**src/rtl/cpu_types_pkg.sv**
```systemverilog
`default_nettype none
// ============================================================================
// Module   : cpu_types_pkg
// Brief    : Shared pipeline types; instruction-cache address, frame and FSM types.
// Revision : 1.0
// ============================================================================
package cpu_types_pkg;

    // Default geometry: 16 frames of one 32-bit word each
    localparam int IIDX_W = 4;
    localparam int ITAG_W = 32 - IIDX_W - 2;

    typedef struct packed {
        logic [ITAG_W-1:0] tag;
        logic [IIDX_W-1:0] idx;
        logic [1:0]        bytoff;
    } icachef_t;

    typedef struct packed {
        logic              valid;
        logic [ITAG_W-1:0] tag;
        logic [31:0]       data;
    } icache_frame_t;

    typedef enum logic [0:0] {
        IDLE  = 1'b0,
        FETCH = 1'b1
    } icache_state_t;

endpackage
`default_nettype wire

```
**src/rtl/icache_frame_array.sv**
```systemverilog
`default_nettype none
// ============================================================================
// Module   : icache_frame_array
// Brief    : Direct-mapped frame store; async read, single write, sync clear-all.
// Revision : 1.0
// ============================================================================
module icache_frame_array
    import cpu_types_pkg::*;
#(
    parameter int SETS  = 16,
    parameter int IDX_W = $clog2(SETS),
    parameter int TAG_W = 30 - IDX_W
) (
    input  logic             clk,
    input  logic             rst,
    input  logic             i_clr,
    input  logic             i_we,
    input  logic [IDX_W-1:0] i_widx,
    input  logic [TAG_W-1:0] i_wtag,
    input  logic [31:0]      i_wdata,
    input  logic [IDX_W-1:0] i_ridx,
    output logic             o_rvalid,
    output logic [TAG_W-1:0] o_rtag,
    output logic [31:0]      o_rdata
);

    logic [SETS-1:0]  r_valid;
    logic [TAG_W-1:0] r_tag  [SETS];
    logic [31:0]      r_data [SETS];

    // Clear takes priority so an invalidate racing a fill leaves the frame invalid
    always_ff @(posedge clk) begin
        if (rst || i_clr) begin
            r_valid <= '0;
        end else if (i_we) begin
            r_valid[i_widx] <= 1'b1;
        end
    end

    always_ff @(posedge clk) begin
        if (i_we) begin
            r_tag[i_widx]  <= i_wtag;
            r_data[i_widx] <= i_wdata;
        end
    end

    assign o_rvalid = r_valid[i_ridx];
    assign o_rtag   = r_tag[i_ridx];
    assign o_rdata  = r_data[i_ridx];

endmodule
`default_nettype wire

```
**src/rtl/icache_ctrl.sv**
```systemverilog
`default_nettype none
// ============================================================================
// Module   : icache_ctrl
// Brief    : Direct-mapped instruction cache controller with single-word fills.
// Revision : 1.0
// ============================================================================
module icache_ctrl
    import cpu_types_pkg::*;
#(
    parameter int SETS   = 16,
    parameter int PERF_W = 32
) (
    input  logic              CLK,
    input  logic              nRST,
    input  logic              imemREN,
    input  logic [31:0]       imemaddr,
    output logic              ihit,
    output logic [31:0]       imemload,
    output logic              iREN,
    output logic [31:0]       iaddr,
    input  logic              iwait,
    input  logic [31:0]       iload,
    input  logic              inval,
    output logic [PERF_W-1:0] hit_count,
    output logic [PERF_W-1:0] miss_count
);

    localparam int          c_IDX_W     = $clog2(SETS);
    localparam int          c_TAG_W     = 30 - c_IDX_W;
    localparam logic [31:0] c_WORD_MASK = 32'hFFFF_FFFC;

    icache_state_t     r_state;
    icache_state_t     w_next_state;
    logic [31:0]       r_miss_addr;
    logic [PERF_W-1:0] r_hit_count;
    logic [PERF_W-1:0] r_miss_count;

    logic [c_IDX_W-1:0] w_idx;
    logic [c_TAG_W-1:0] w_tag;
    logic               w_rd_valid;
    logic [c_TAG_W-1:0] w_rd_tag;
    logic [31:0]        w_rd_data;
    logic               w_lookup_hit;
    logic               w_miss_start;
    logic               w_fill_we;

    assign w_idx = imemaddr[c_IDX_W+1:2];
    assign w_tag = imemaddr[31:c_IDX_W+2];

    icache_frame_array #(
        .SETS  (SETS),
        .IDX_W (c_IDX_W),
        .TAG_W (c_TAG_W)
    ) u_frames (
        .clk      (CLK),
        .rst      (nRST),
        .i_clr    (inval),
        .i_we     (w_fill_we),
        .i_widx   (r_miss_addr[c_IDX_W+1:2]),
        .i_wtag   (r_miss_addr[31:c_IDX_W+2]),
        .i_wdata  (iload),
        .i_ridx   (w_idx),
        .o_rvalid (w_rd_valid),
        .o_rtag   (w_rd_tag),
        .o_rdata  (w_rd_data)
    );

    assign w_lookup_hit = w_rd_valid && (w_rd_tag == w_tag);

    always_comb begin
        w_next_state = r_state;
        ihit         = 1'b0;
        iREN         = 1'b0;
        w_miss_start = 1'b0;
        w_fill_we    = 1'b0;
        case (r_state)
            IDLE: begin
                if (imemREN && w_lookup_hit) begin
                    ihit = 1'b1;
                end else if (imemREN) begin
                    w_miss_start = 1'b1;
                    w_next_state = FETCH;
                end
            end
            FETCH: begin
                iREN = 1'b1;
                // Fill always lands at the latched miss address, whatever the fetch port shows now
                if (!iwait) begin
                    w_fill_we    = 1'b1;
                    w_next_state = IDLE;
                end
            end
            default: w_next_state = IDLE;
        endcase
    end

    always_ff @(posedge CLK) begin
        if (nRST) begin
            r_state      <= IDLE;
            r_miss_addr  <= '0;
            r_hit_count  <= '0;
            r_miss_count <= '0;
        end else begin
            r_state <= w_next_state;
            if (w_miss_start) begin
                r_miss_addr  <= imemaddr;
                r_miss_count <= r_miss_count + PERF_W'(1);
            end
            if (ihit) begin
                r_hit_count <= r_hit_count + PERF_W'(1);
            end
        end
    end

    assign imemload   = w_rd_data;
    assign iaddr      = r_miss_addr & c_WORD_MASK;
    assign hit_count  = r_hit_count;
    assign miss_count = r_miss_count;

endmodule
`default_nettype wire

```
**config.mk**
```make
export PLATFORM = sky130hd
export DESIGN_NAME = icache_ctrl
export DESIGN_NICKNAME = d
export VERILOG_FILES = /design/src/rtl/cpu_types_pkg.sv /design/src/rtl/icache_frame_array.sv /design/src/rtl/icache_ctrl.sv
export SDC_FILE = /design/constraint.sdc
export NUM_CORES = 1
export LEC_CHECK = 0
export CORE_MARGIN = 10
export CORE_UTILIZATION = 29
export CTS_CLUSTER_DIAMETER = 150
export DETAILED_ROUTE_END_ITERATION = 12
export SYNTH_ARGS = -nofsm -noshare
export SYNTH_HDL_FRONTEND = slang
export SYNTH_SLANG_ARGS = --single-unit
```
**constraint.sdc**
```tcl
create_clock -name CLK -period 16.5 [get_ports CLK]
set_clock_uncertainty 0.1 [all_clocks]
set_input_delay 3.3 -clock CLK [delete_from_list [all_inputs] [get_ports CLK]]
set_output_delay 3.3 -clock CLK [all_outputs]
set_load 0.02 [all_outputs]
```
# After elaboration in Yosys (flattened, before gate mapping)
# Memories as Yosys holds them, arrays and structs flattened.
# Index checks and enable logic that the tools add are counted.
classes:
  add_sub_neg: 2
  n_lt_le_gt_ge: 3
  n_eq_ne: 1
  muxes: 16
  bitwise_logic: 2
  n_reduce_logical: 4
op_table:
  columns: ["operator", "count"]
  rows:
  - ["adder 32 x 1 -> 32 bit (second input constant)", 2]
  - ["== test 26 bit", 1]
  - ["OR 16 bit", 1]
  - ["two-way mux 1 bit", 13]
  - ["< comparator 4 x 5 -> 1 bit (second input constant)", 2]
  - ["binary-select mux 1 bit (select 4 bit)", 1]
  - ["demux 1 bit (select 4 bit)", 1]
  - [">= comparator 4 x 1 -> 1 bit (second input constant)", 1]
  - ["logical AND 1 bit", 3]
  - ["one-hot mux 1 bit (2 select lines)", 1]
  - ["logical OR 1 bit", 1]
  - ["NOT 1 bit", 1]
totals:
  regBits: 113
  ramBits: 928
  in_bits: 69
  memories: 2
mem_list:
  columns: ["name", "depth", "word_bits", "rd", "rd_clocked_by_memory_dff", "wr", "line", "text"]
  rows:
  - ["u_frames.r_data", 16, 32, 1, 0, 1, "icache_frame_array.sv:29", "logic [31:0] r_data [SETS];"]
  - ["u_frames.r_tag", 16, 26, 1, 0, 1, "icache_frame_array.sv:28", "logic [TAG_W-1:0] r_tag [SETS];"]

# Longest topological paths before layout
# Gate-level depths: netlist (run 1).
depth:
  word_depth: 6
  depth_mapped: 16

# Hierarchy
# From an unflattened synthesis (run 1), not the netlist that was laid out.
hier_totals:
  hier_cells: 2050
  hier_area_um2: 40002.1
by_module_without_submodules:
  columns: ["module", "n_inst", "cells_per_inst", "area_each_um2", "seq_area_each_um2"]
  rows:
  - ["icache_frame_array", 1, 1481, 35243.8, 28187.0]
  - ["icache_ctrl", 1, 569, 4758.3, 1901.8]

# Least setup slack after synthesis (run 1)
# No wires, ideal clock.
synth_timing:
  path_kind: "input port to output port"
  startpoint: "in imemaddr[2]"
  endpoint: "out imemload[22]"
  arrival_time_ns: 6.506
  required_ns: 13.100
  setup_slack_ns: 6.594
  cell_stages: 9
  path_buffers: 7
  path_cell_list: "buf_6 buf_6 buf_4 buf_2 clkbuf_1 clkbuf_1 clkbuf_1 mux4_2 mux4_2"
synth_via:
  elab_chain_cells: 1
synth_lines:
  columns: ["item", "line", "text"]
  rows:
  - ["start: declaration", "icache_ctrl.sv:16", "input logic [31:0] imemaddr,"]
  - ["memory read (16 x 32 bit)", null, null]
  - ["end: declaration", "icache_ctrl.sv:18", "output logic [31:0] imemload,"]
# No other way between the ends.

# Worst setup path in the final report (run 1)
layout_timing:
  startpoint: "in imemaddr[3]"
  endpoint: "out ihit"
layout_via:
  elab_chain_cells: 6
  word_cells_on_any_way: 8
layout_lines:
  columns: ["item", "line", "text"]
  rows:
  - ["memory read (16 x 26 bit) / binary-select mux 1 bit (select 4 bit) (equally long branches)", null, null]
  - ["== test 26 bit / two-way mux 1 bit (equally long branches)", "icache_ctrl.sv:68, icache_frame_array.sv:47", null]
  - ["logical AND 1 bit (*)", "icache_ctrl.sv:68", "assign w_lookup_hit = w_rd_valid && (w_rd_tag == w_tag);"]
  - ["logical AND 1 bit (*)", "icache_ctrl.sv:78", "if (imemREN && w_lookup_hit) begin"]
  - ["two-way mux 1 bit (*)", "icache_ctrl.sv:78", null]
  - ["two-way mux 1 bit (*)", "icache_ctrl.sv:76", "case (r_state)"]
  - ["end: declaration", "icache_ctrl.sv:17", "output logic ihit,"]
# Every way passes the cells marked *; elsewhere a longest branch is shown, timed or not. The select of a mux whose other input is x is not followed.

==> flow_summary.yaml, run 1 <==
cts:
  hold_buffers: 0
  tritoncts: "yes"
  insertion_delay_ps: 700
  cts_buffers: 100
  root_buffer: "clkbuf_16"
  post_cts_buffers: 0
  htree_levels: 3
  path_clk_slew_ps: 60
  ctsResizeCount: 0
  cts_buffer_depth: 3
  cts_sinks: 1039
routing:
  num_vias: 20637
  ant_nets: 0
  met3_length_microns: 9160
  drc: 0
  drt-initial-drc-count: 1878
  drt-pass1-iter-count: 6
  wirelength_microns: 104000
  wl_met1_microns: 44100
  route.top_layer_used: "met5"
  dr_wl_met2_microns: 48700
  wl_per_cell_microns: 24.7
  via_per_inst: 4.91
hold_path:
  holdPathStages: 1
  min_path_type: "reg2reg"
power:
  powerDensity_nw_per_um2: 115
  p_total_mw: 5.50
  p_leak_nw: 15.2
  ir_drop_v: 0.0000739
logic_synthesis:
  ys_ff_latch: 1039
  yosysSeqAreaShare_pct: 74.5
  synth_warnings: 0
  syn_inst: 2017
  ys.flop_type: "edfxtp_1"
  synth-edff-count: 928
  synth_top_area_share_pct: 69.0
  synth_cell_type_count: 64
  synth.avg_cell_area_sq_um: 20.0
  synth_top_cell_by_area: "edfxtp_1"
  yosys-top-cells-area: "edfxtp_1, mux4_2, dfxtp_1, mux2i_1, nor2_1"
  async_flop_share_pct: 0
  syn_area_sq_um: 40400
worst_setup_path:
  startpoint_type: "primary input"
  crit_fanout: 102
  crit_path_cell_trace: "buf_8 > buf_4 > mux4_2 > mux2i_1 > xor2_1 > mux2i_1 > a2111oi_0 > buf_4 > nor4b_1 > buf_4 > and3_1 > clkdlybuf4s50_1"
  cp_slowest_cell: "a2111oi_0"
  slowest_delay_ps: 900
  cp.required_ps: 13100
  r2r_cells: 11
  critPathMostFrequentCell: "buf_4"
  path_class: "in2out"
  cp_data_arrival_time_ps: 8820
  end_kind: "primary output"
placed_design:
  place_hpwl_microns: 58600
  port_buffers: 194
  placed_cell_area_sq_um: 44600
  gp_congestion: 0.746
  dp_slack_ps: 4260
grt:
  grt_pass1_vias: 21096
  gr-usage-all-layers_pct: 13.1
  antenna_found_initial: 20
  grt_pass1_wl_microns: 148000
  grt_max_degree: 103
  overflow: 0
timing:
  setup_viol: 0
  fin_crit_ps: 12220
  setup_ws_ps: 4280
  finalCritPeriodShare_pct: 74.1
  fmax_mhz: 81.8
  final_hold_viol_count: 0
  slew_viol_final: 0
  rsz0062_at_grt: "false"
  finalSetupTns_ps: 0
  maxSlewHeadroom_pct: 17.8
  tightest_slew_ps: 1230
finish:
  syn_to_final_growth_pct: 18.7
  n_fill_cell: 12735
  layout_commonest_cell: "edfxtp_1"
  fin_util_pct: 34.7
  design_area_sq_um: 47900
  drive_gt1_share_pct: 20.9
  fin_nets: 2324
  final_cell_mix: "edfxtp_1, mux4_2, clkdlybuf4s50_1, dfxtp_1, mux2i_1"
floorplan:
  die_w_microns: 393
  die_y_microns: 393
  dieArea_sq_um: 155000
  initial_core_util_pct: 29.3
  design.core.area_sq_um: 138000
  num_io_pins: 199
  rows: 136
outcome:
  status: "completed"
job:
  cap_violations: 0
worst max-delay path, delay by kind of cell:
family,cells,cell delay (ps)
AOI/OAI and AO/OA,1,900
xor gates and xnor gates,1,280
buffers and inverters,5,2560
muxes,3,990
and+or+nand+nor,2,620
state kept, by name, summed over array words and instances, names as in the netlist:
signal            count
u_frames.r_tag      416
u_frames.r_data     512
hit_count            32
r_miss_addr          30
u_frames.r_valid     16
r_state               1
miss_count           32
metrics by stage:
step / cells / hold slack, ps
2_1_floorplan: 2018 / 335
3_3_place_gp: 4014 / 342
3_5_place_dp: 4014 / 350
4_1_cts: 4203 / 365
5_1_grt: 4203 / 390
6_report: 4204 / 364
cells by family (layout without fill, tap and decap cells):
group,count (synthesis),in the layout,synth area share (%)
other,1,3,0.00928
buffers and inverters,130,452,1.54
and+or+nand+nor,278,278,3.69
adders and majority gates,2,2,0.0619
xor gates and xnor gates,43,43,0.932
muxes,355,355,16.4
DFF,1039,1039,74.5
AOI/OAI and AO/OA,169,169,2.87
final cells by class:
cell class                      count  area, sq um  share of cell area (%)
Antenna cell                        1         2.50                 0.00522
Sequential cell                  1039        30100                    62.8
Timing Repair Buffer              239         2300                    4.79
Clock inverter                     66          656                    1.37
Multi-Input combinational cell    849         9820                    20.5
Clock buffer                      123         2660                    5.55
Inverter                           24         90.1                   0.188
Tap cell                         1863         2330                    4.86
layer usage:
layer	up-vias	GRT usage [%]
met4	28	2.67
li1	8804	-
met3	162	4.49
met2	762	21.0
met5	-	0
met1	10881	17.2
cells in the mapped netlist, drive strengths merged, types with 4 or more instances:
cell and instances:
a2111oi 4, a21o 6, a21oi 49, a221oi 5, a22o 7, a22oi 18
a31o 4, and2 6, and3 19, and4 4, buf 54, clkbuf 52
dfxtp 111, edfxtp 928, inv 24, mux2 5, mux2i 104, mux4 246
nand2 51, nand2b 7, nand3 27, nand3b 8, nand4 15, nor2 69
nor2b 8, nor3 7, nor4 12, o21a 16, o21ai 17, o31ai 22
or3 10, or4 22, xnor2 26, xor2 17
worst paths after layout:
kind / from / endpoint / slack [ps]
setup / recovery: imemaddr[3] / ihit / 4280
hold / removal: u_frames.r_valid[15] / u_frames.r_valid[15] / 360
setup reg to reg: u_frames.r_tag[15][12] / r_miss_addr[2] / 10570
hold reg to reg: u_frames.r_valid[15] / u_frames.r_valid[15] / 360
power by group:
group	internal, mW	switching, mW
Combinational	0.124	0.161
Sequential	2.88	0.0234
Clock	1.31	0.997
Total	4.32	1.18
Power figures use the tool's default switching activity.
==> run 2: changes to the inputs <==
==> constraint.sdc (replaced) <==
create_clock -name CLK -period 11 [get_ports CLK]
set_clock_uncertainty 0.1 [all_clocks]
set_input_delay 2.2 -clock CLK [delete_from_list [all_inputs] [get_ports CLK]]
set_output_delay 2.2 -clock CLK [all_outputs]
set_load 0.02 [all_outputs]
==> run 2 against run 1 <==
Compared with the run above: sequential power rose by 50%; non-clock buffer count rose by 2; power rose by 52%; register-to-register slack got worse by 4000 ps; via count rose by 0.47%; core utilization rose by 0.12 points; combinational power rose by 49%; first-iteration DRC count rose by 5.9%; clock-buffer cell count fell by 3; global-route usage fell by 0.073 points; critical endpoint unchanged; highest routed layer unchanged.
==> flow_summary.yaml, run 2 (synthesis gave the netlist of run 1 again) <==
routing:
  num_vias: 20735
  via_per_inst: 4.93
  drt-initial-drc-count: 1988
  drc: 0
  wl_per_cell_microns: 24.4
  drt-pass1-iter-count: 5
  ant_nets: 0
  wirelength_microns: 103000
finish:
  top_register: "u_frames.r_data"
  fin_util_pct: 34.9
  design_area_sq_um: 48100
  drive_gt1_share_pct: 20.8
  final_cell_mix: "edfxtp_1, mux4_2, clkdlybuf4s50_1, dfxtp_1, mux2i_1"
  largest_reg_flops: 512
  fin_nets: 2325
  syn_to_final_growth_pct: 19.1
  layout_commonest_cell: "edfxtp_1"
  n_fill_cell: 12740
  seqCellArea_sq_um: 30100
  multiInputGateArea_sq_um: 9820
  largestRegisters: "u_frames.r_data x512, u_frames.r_tag x416"
worst_setup_path:
  reg2reg_slack_ps: 6610
  cp_slowest_cell: "buf_6"
  crit_path_cell_trace: "buf_6 > buf_4 > mux4_2 > mux2i_1 > mux2i_1 > xor2_1 > a2111oi_0 > buf_4 > nor4b_1 > buf_4 > and3_1 > clkdlybuf4s50_1"
  end_kind: "primary output"
  r2r_cells: 10
  cp_data_arrival_time_ps: 6780
  slowest_delay_ps: 680
  path_class: "in2out"
  cp.required_ps: 8700
  r2r-start: "u_frames.r_tag[11][7]"
  crit_fanout: 73
  r2r-end: "hit_count[24]"
  critPathMostFrequentCell: "buf_4"
  startpoint_type: "primary input"
timing:
  setup_viol: 0
  finalSetupTns_ps: 0
  setup_ws_ps: 1920
  fin_crit_ps: 9080
  slew_viol_final: 0
  maxSlewHeadroom_pct: 20.6
  tightest_slew_ps: 1190
  fmax_mhz: 110
  rsz0062_at_grt: "false"
  final_hold_viol_count: 0
  finalCritPeriodShare_pct: 82.6
outcome:
  status: "completed"
cts:
  post_cts_buffers: 0
  insertion_delay_ps: 700
  hold_buffers: 0
  path_clk_slew_ps: 60
  cts_buffer_depth: 3
  root_buffer: "clkbuf_16"
  cts_sinks: 1039
  tritoncts: "yes"
  ctsResizeCount: 0
  htree_levels: 3
  cts_buffers: 99
floorplan:
  die_y_microns: 393
  dieArea_sq_um: 155000
  initial_core_util_pct: 29.3
  rows: 136
  design.core.area_sq_um: 138000
  num_io_pins: 199
  die_w_microns: 393
grt:
  overflow: 0
  grt_max_degree: 103
  antenna_found_initial: 19
  gr-usage-all-layers_pct: 13.0
  grt_pass1_vias: 21185
  grt_pass1_wl_microns: 148000
power:
  powerDensity_nw_per_um2: 174
  ir_drop_v: 0.000134
  p_leak_nw: 15.3
placed_design:
  placed_cell_area_sq_um: 44600
  place_hpwl_microns: 57200
  dp_slack_ps: 1930
  port_buffers: 194
  gp_congestion: 0.752
hold_path:
  min_path_type: "reg2reg"
  holdPathStages: 1
  whs_endpoint: "u_frames.r_valid[7]"
  holdCritStartpoint: "u_frames.r_valid[7]"
job:
  cap_violations: 0
-- run 2: power by group --
part / switching [mW] / internal, mW / total, mW
sequential: 0.0345 / 4.32 / 4.36
clock: 1.50 / 2.07 / 3.57
combinational: 0.239 / 0.187 / 0.425
-- run 2: how the worst max path moves through the flow --
| stage | startpoint | endpoint | slack [ps] | cells past startpoint |
|---|---|---|---|---|
| 6_report | imemaddr[4] | ihit | 1920 | 12 |
| 5_1_grt | imemaddr[4] | ihit | 1650 | 12 |
| 4_1_cts | imemaddr[4] | ihit | 1910 | 12 |
| 3_5_place_dp | imemaddr[4] | ihit | 1930 | 12 |
| 3_3_place_gp | imemaddr[4] | ihit | 1980 | 12 |
| 2_1_floorplan | imemaddr[2] | imemload[22] | 3290 | 9 |
-- run 2: critical path, delay by kind of cell --
kind            cells  cell delay (ps)
mux                 3              860
xor+xnor            1              160
simple gates        2              700
compound gates      1              360
buf+inv             5             2350
-- run 2: layer usage --
metal | global-route usage [%] | routed length, microns | up-vias | part of all wire (%)
met5 | 0 | 173 | - | 0.17
met4 | 2.88 | 1920 | 26 | 1.9
met3 | 3.79 | 8950 | 160 | 8.7
met2 | 21.6 | 49500 | 734 | 48
met1 | 16.9 | 42200 | 10990 | 41
li1 | - | - | 8825 | -
-- run 2: area by class of cell --
cell class | count | area share [%]
flip-flops and latches | 1039 | 62.5
multi-input cells | 849 | 20.4
clock buffers | 120 | 5.38
well taps | 1863 | 4.85
repair buffers | 241 | 4.81
clock inverters | 68 | 1.80
inverters | 24 | 0.187
diodes | 4 | 0.0208
-- run 2: stage by stage --
stage               hold slack, ps  power (mW)  instances
floorplan                      335        4.68       2018
global placement               340        4.86       4016
detailed placement             353        4.87       4016
CTS                            368        8.45       4204
global route                   373        8.64       4204
finish                         365        8.35       4208
==> run 3: changes to the inputs <==
==> constraint.sdc (replaced) <==
create_clock -name CLK -period 7.81 [get_ports CLK]
set_clock_uncertainty 0.1 [all_clocks]
set_input_delay 1.562 -clock CLK [delete_from_list [all_inputs] [get_ports CLK]]
set_output_delay 1.562 -clock CLK [all_outputs]
set_load 0.02 [all_outputs]
==> run 3 against run 2 <==
Compared with the run above: wire length up 0.13%; sequential cell count did not move; cell count barely moved; sequential share of layout area about the same; combinational power up 42%; register-to-register slack got worse by 3500 ps; via count is 0.51% lower; critical path type unchanged.
==> flow_summary.yaml, run 3 (synthesis gave the netlist of run 1 again) <==
grt:
  antenna_found_initial: 18
  grt_pass1_vias: 21162
  overflow: 0
  grt_pass1_wl_microns: 147000
  grt_max_degree: 93
  gr-usage-all-layers_pct: 13.0
routing:
  via_per_inst: 4.91
  drt-initial-drc-count: 1799
  ant_nets: 0
  drc: 0
  wl_per_cell_microns: 24.5
  drt-pass1-iter-count: 7
  wirelength_microns: 103000
  num_vias: 20629
timing:
  fmax_mhz: 133
  slew_viol_final: 0
  finalCritPeriodShare_pct: 95.9
  fin_crit_ps: 7490
  maxSlewHeadroom_pct: 25.3
  setup_viol: 0
  finalSetupTns_ps: 0
  tightest_slew_ps: 1120
  timing.hold.ws_ps: 368
  rsz0062_at_grt: "false"
  final_hold_viol_count: 0
floorplan:
  design.core.area_sq_um: 138000
  num_io_pins: 199
  die_y_microns: 393
  initial_core_util_pct: 29.3
  rows: 136
  dieArea_sq_um: 155000
  die_w_microns: 393
finish:
  syn_to_final_growth_pct: 19.0
  final_cell_mix: "edfxtp_1, mux4_2, clkdlybuf4s50_1, dfxtp_1, mux2i_1"
  finalNonFillerCells: 4205
  top_register: "u_frames.r_data"
  layout_commonest_cell: "edfxtp_1"
  largestRegisters: "u_frames.r_data x512, u_frames.r_tag x416"
  n_fill_cell: 12704
  fin_nets: 2328
  drive_gt1_share_pct: 21.0
  largest_reg_flops: 512
  fin_util_pct: 34.8
cts:
  cts_sinks: 1039
  tritoncts: "yes"
  root_buffer: "clkbuf_16"
  path_clk_slew_ps: 60
  insertion_delay_ps: 690
  cts_buffers: 97
  post_cts_buffers: 0
  htree_levels: 3
  cts_buffer_depth: 3
placed_design:
  gp_congestion: 0.752
  port_buffers: 194
  place_hpwl_microns: 58700
  dp_cells: 4021
worst_setup_path:
  end_kind: "primary output"
  cp_slowest_cell: "clkdlybuf4s50_1"
  startpoint_type: "primary input"
  cp.required_ps: 6150
  cp_data_arrival_time_ps: 5830
  crit_path_cell_trace: "buf_6 > buf_12 > mux4_2 > mux2i_1 > mux2i_1 > xor2_1 > a2111oi_1 > buf_4 > nor4b_1 > buf_4 > and3_1 > clkdlybuf4s50_1"
  slowest_delay_ps: 630
  r2r_cells: 10
  crit_fanout: 50
  path_class: "in2out"
power:
  ir_drop_v: 0.000236
  p_leak_nw: 15.3
  powerDensity_nw_per_um2: 242
outcome:
  status: "completed"
hold_path:
  min_path_type: "reg2reg"
  holdPathStages: 1
job:
  cap_violations: 0
## run 3: cell types whose count changed in the layout (fill, tap and decap cells not counted), sizes merged
cell / previous run / this run
buf: 52 / 57
bufinv: 16 / 14
clkinv: 44 / 49
clkbuf: 120 / 107
diode: 4 / 2
clkinvlp: 5 / 9
## run 3: path summary, 6_finish.rpt
path / start / end / slack [ps]
setup / recovery: imemaddr[4] / ihit / 320
hold / removal: u_frames.r_valid[12] / u_frames.r_valid[12] / 370
setup reg to reg: u_frames.r_tag[14][12] / hit_count[24] / 3120
hold reg to reg: u_frames.r_valid[12] / u_frames.r_valid[12] / 370
## run 3: timing repair
item | 4_1_cts | 5_1_grt
gates resized for setup | 0 | 1
hold buffers | 0 | 0
setup endpoints to repair | 0 | 1
## run 3: metal layers
layer / track usage (%) / wire length, microns
met2: 20.9 / 48500
met5: 0 / 126
met4: 2.44 / 1570
met3: 3.88 / 8650
met1: 17.4 / 44000
## run 3: layout make-up
| type | instances | area, sq um | area share (%) |
|---|---|---|---|
| Antenna cell | 2 | 5.00 | 0.0104 |
| Sequential cell | 1039 | 30100 | 62.6 |
| Clock inverter | 75 | 816 | 1.70 |
| Tap cell | 1863 | 2330 | 4.85 |
| Multi-Input combinational cell | 849 | 9820 | 20.4 |
| Clock buffer | 107 | 2510 | 5.21 |
| Timing Repair Buffer | 246 | 2430 | 5.05 |
| Inverter | 24 | 90.1 | 0.187 |
## run 3: worst max-delay path, delay by kind of cell
family          cells  cell delay [ps]
buf+inv             5             2020
mux                 3              850
simple gates        2              590
compound gates      1              550
xor+xnor            1              150
## run 3: stage by stage
step	cell area (sq um)	total power [mW]	setup slack, ps
floorplan	40400	6.60	1070
global placement	44800	6.85	68.7
detailed placement	44800	6.87	161
CTS	48100	11.8	147
global route	48100	12.0	111
finish	48100	11.6	318
## run 3: report_power, final
| part | total, mW | internal, mW | leakage [nW] | switching [mW] |
|---|---|---|---|---|
| Sequential | 6.14 | 6.09 | 9.54 | 0.0501 |
| Clock | 4.88 | 2.80 | 1.60 | 2.08 |
| Combinational | 0.602 | 0.266 | 4.13 | 0.337 |
| Total | 11.6 | 9.15 | 15.3 | 2.47 |
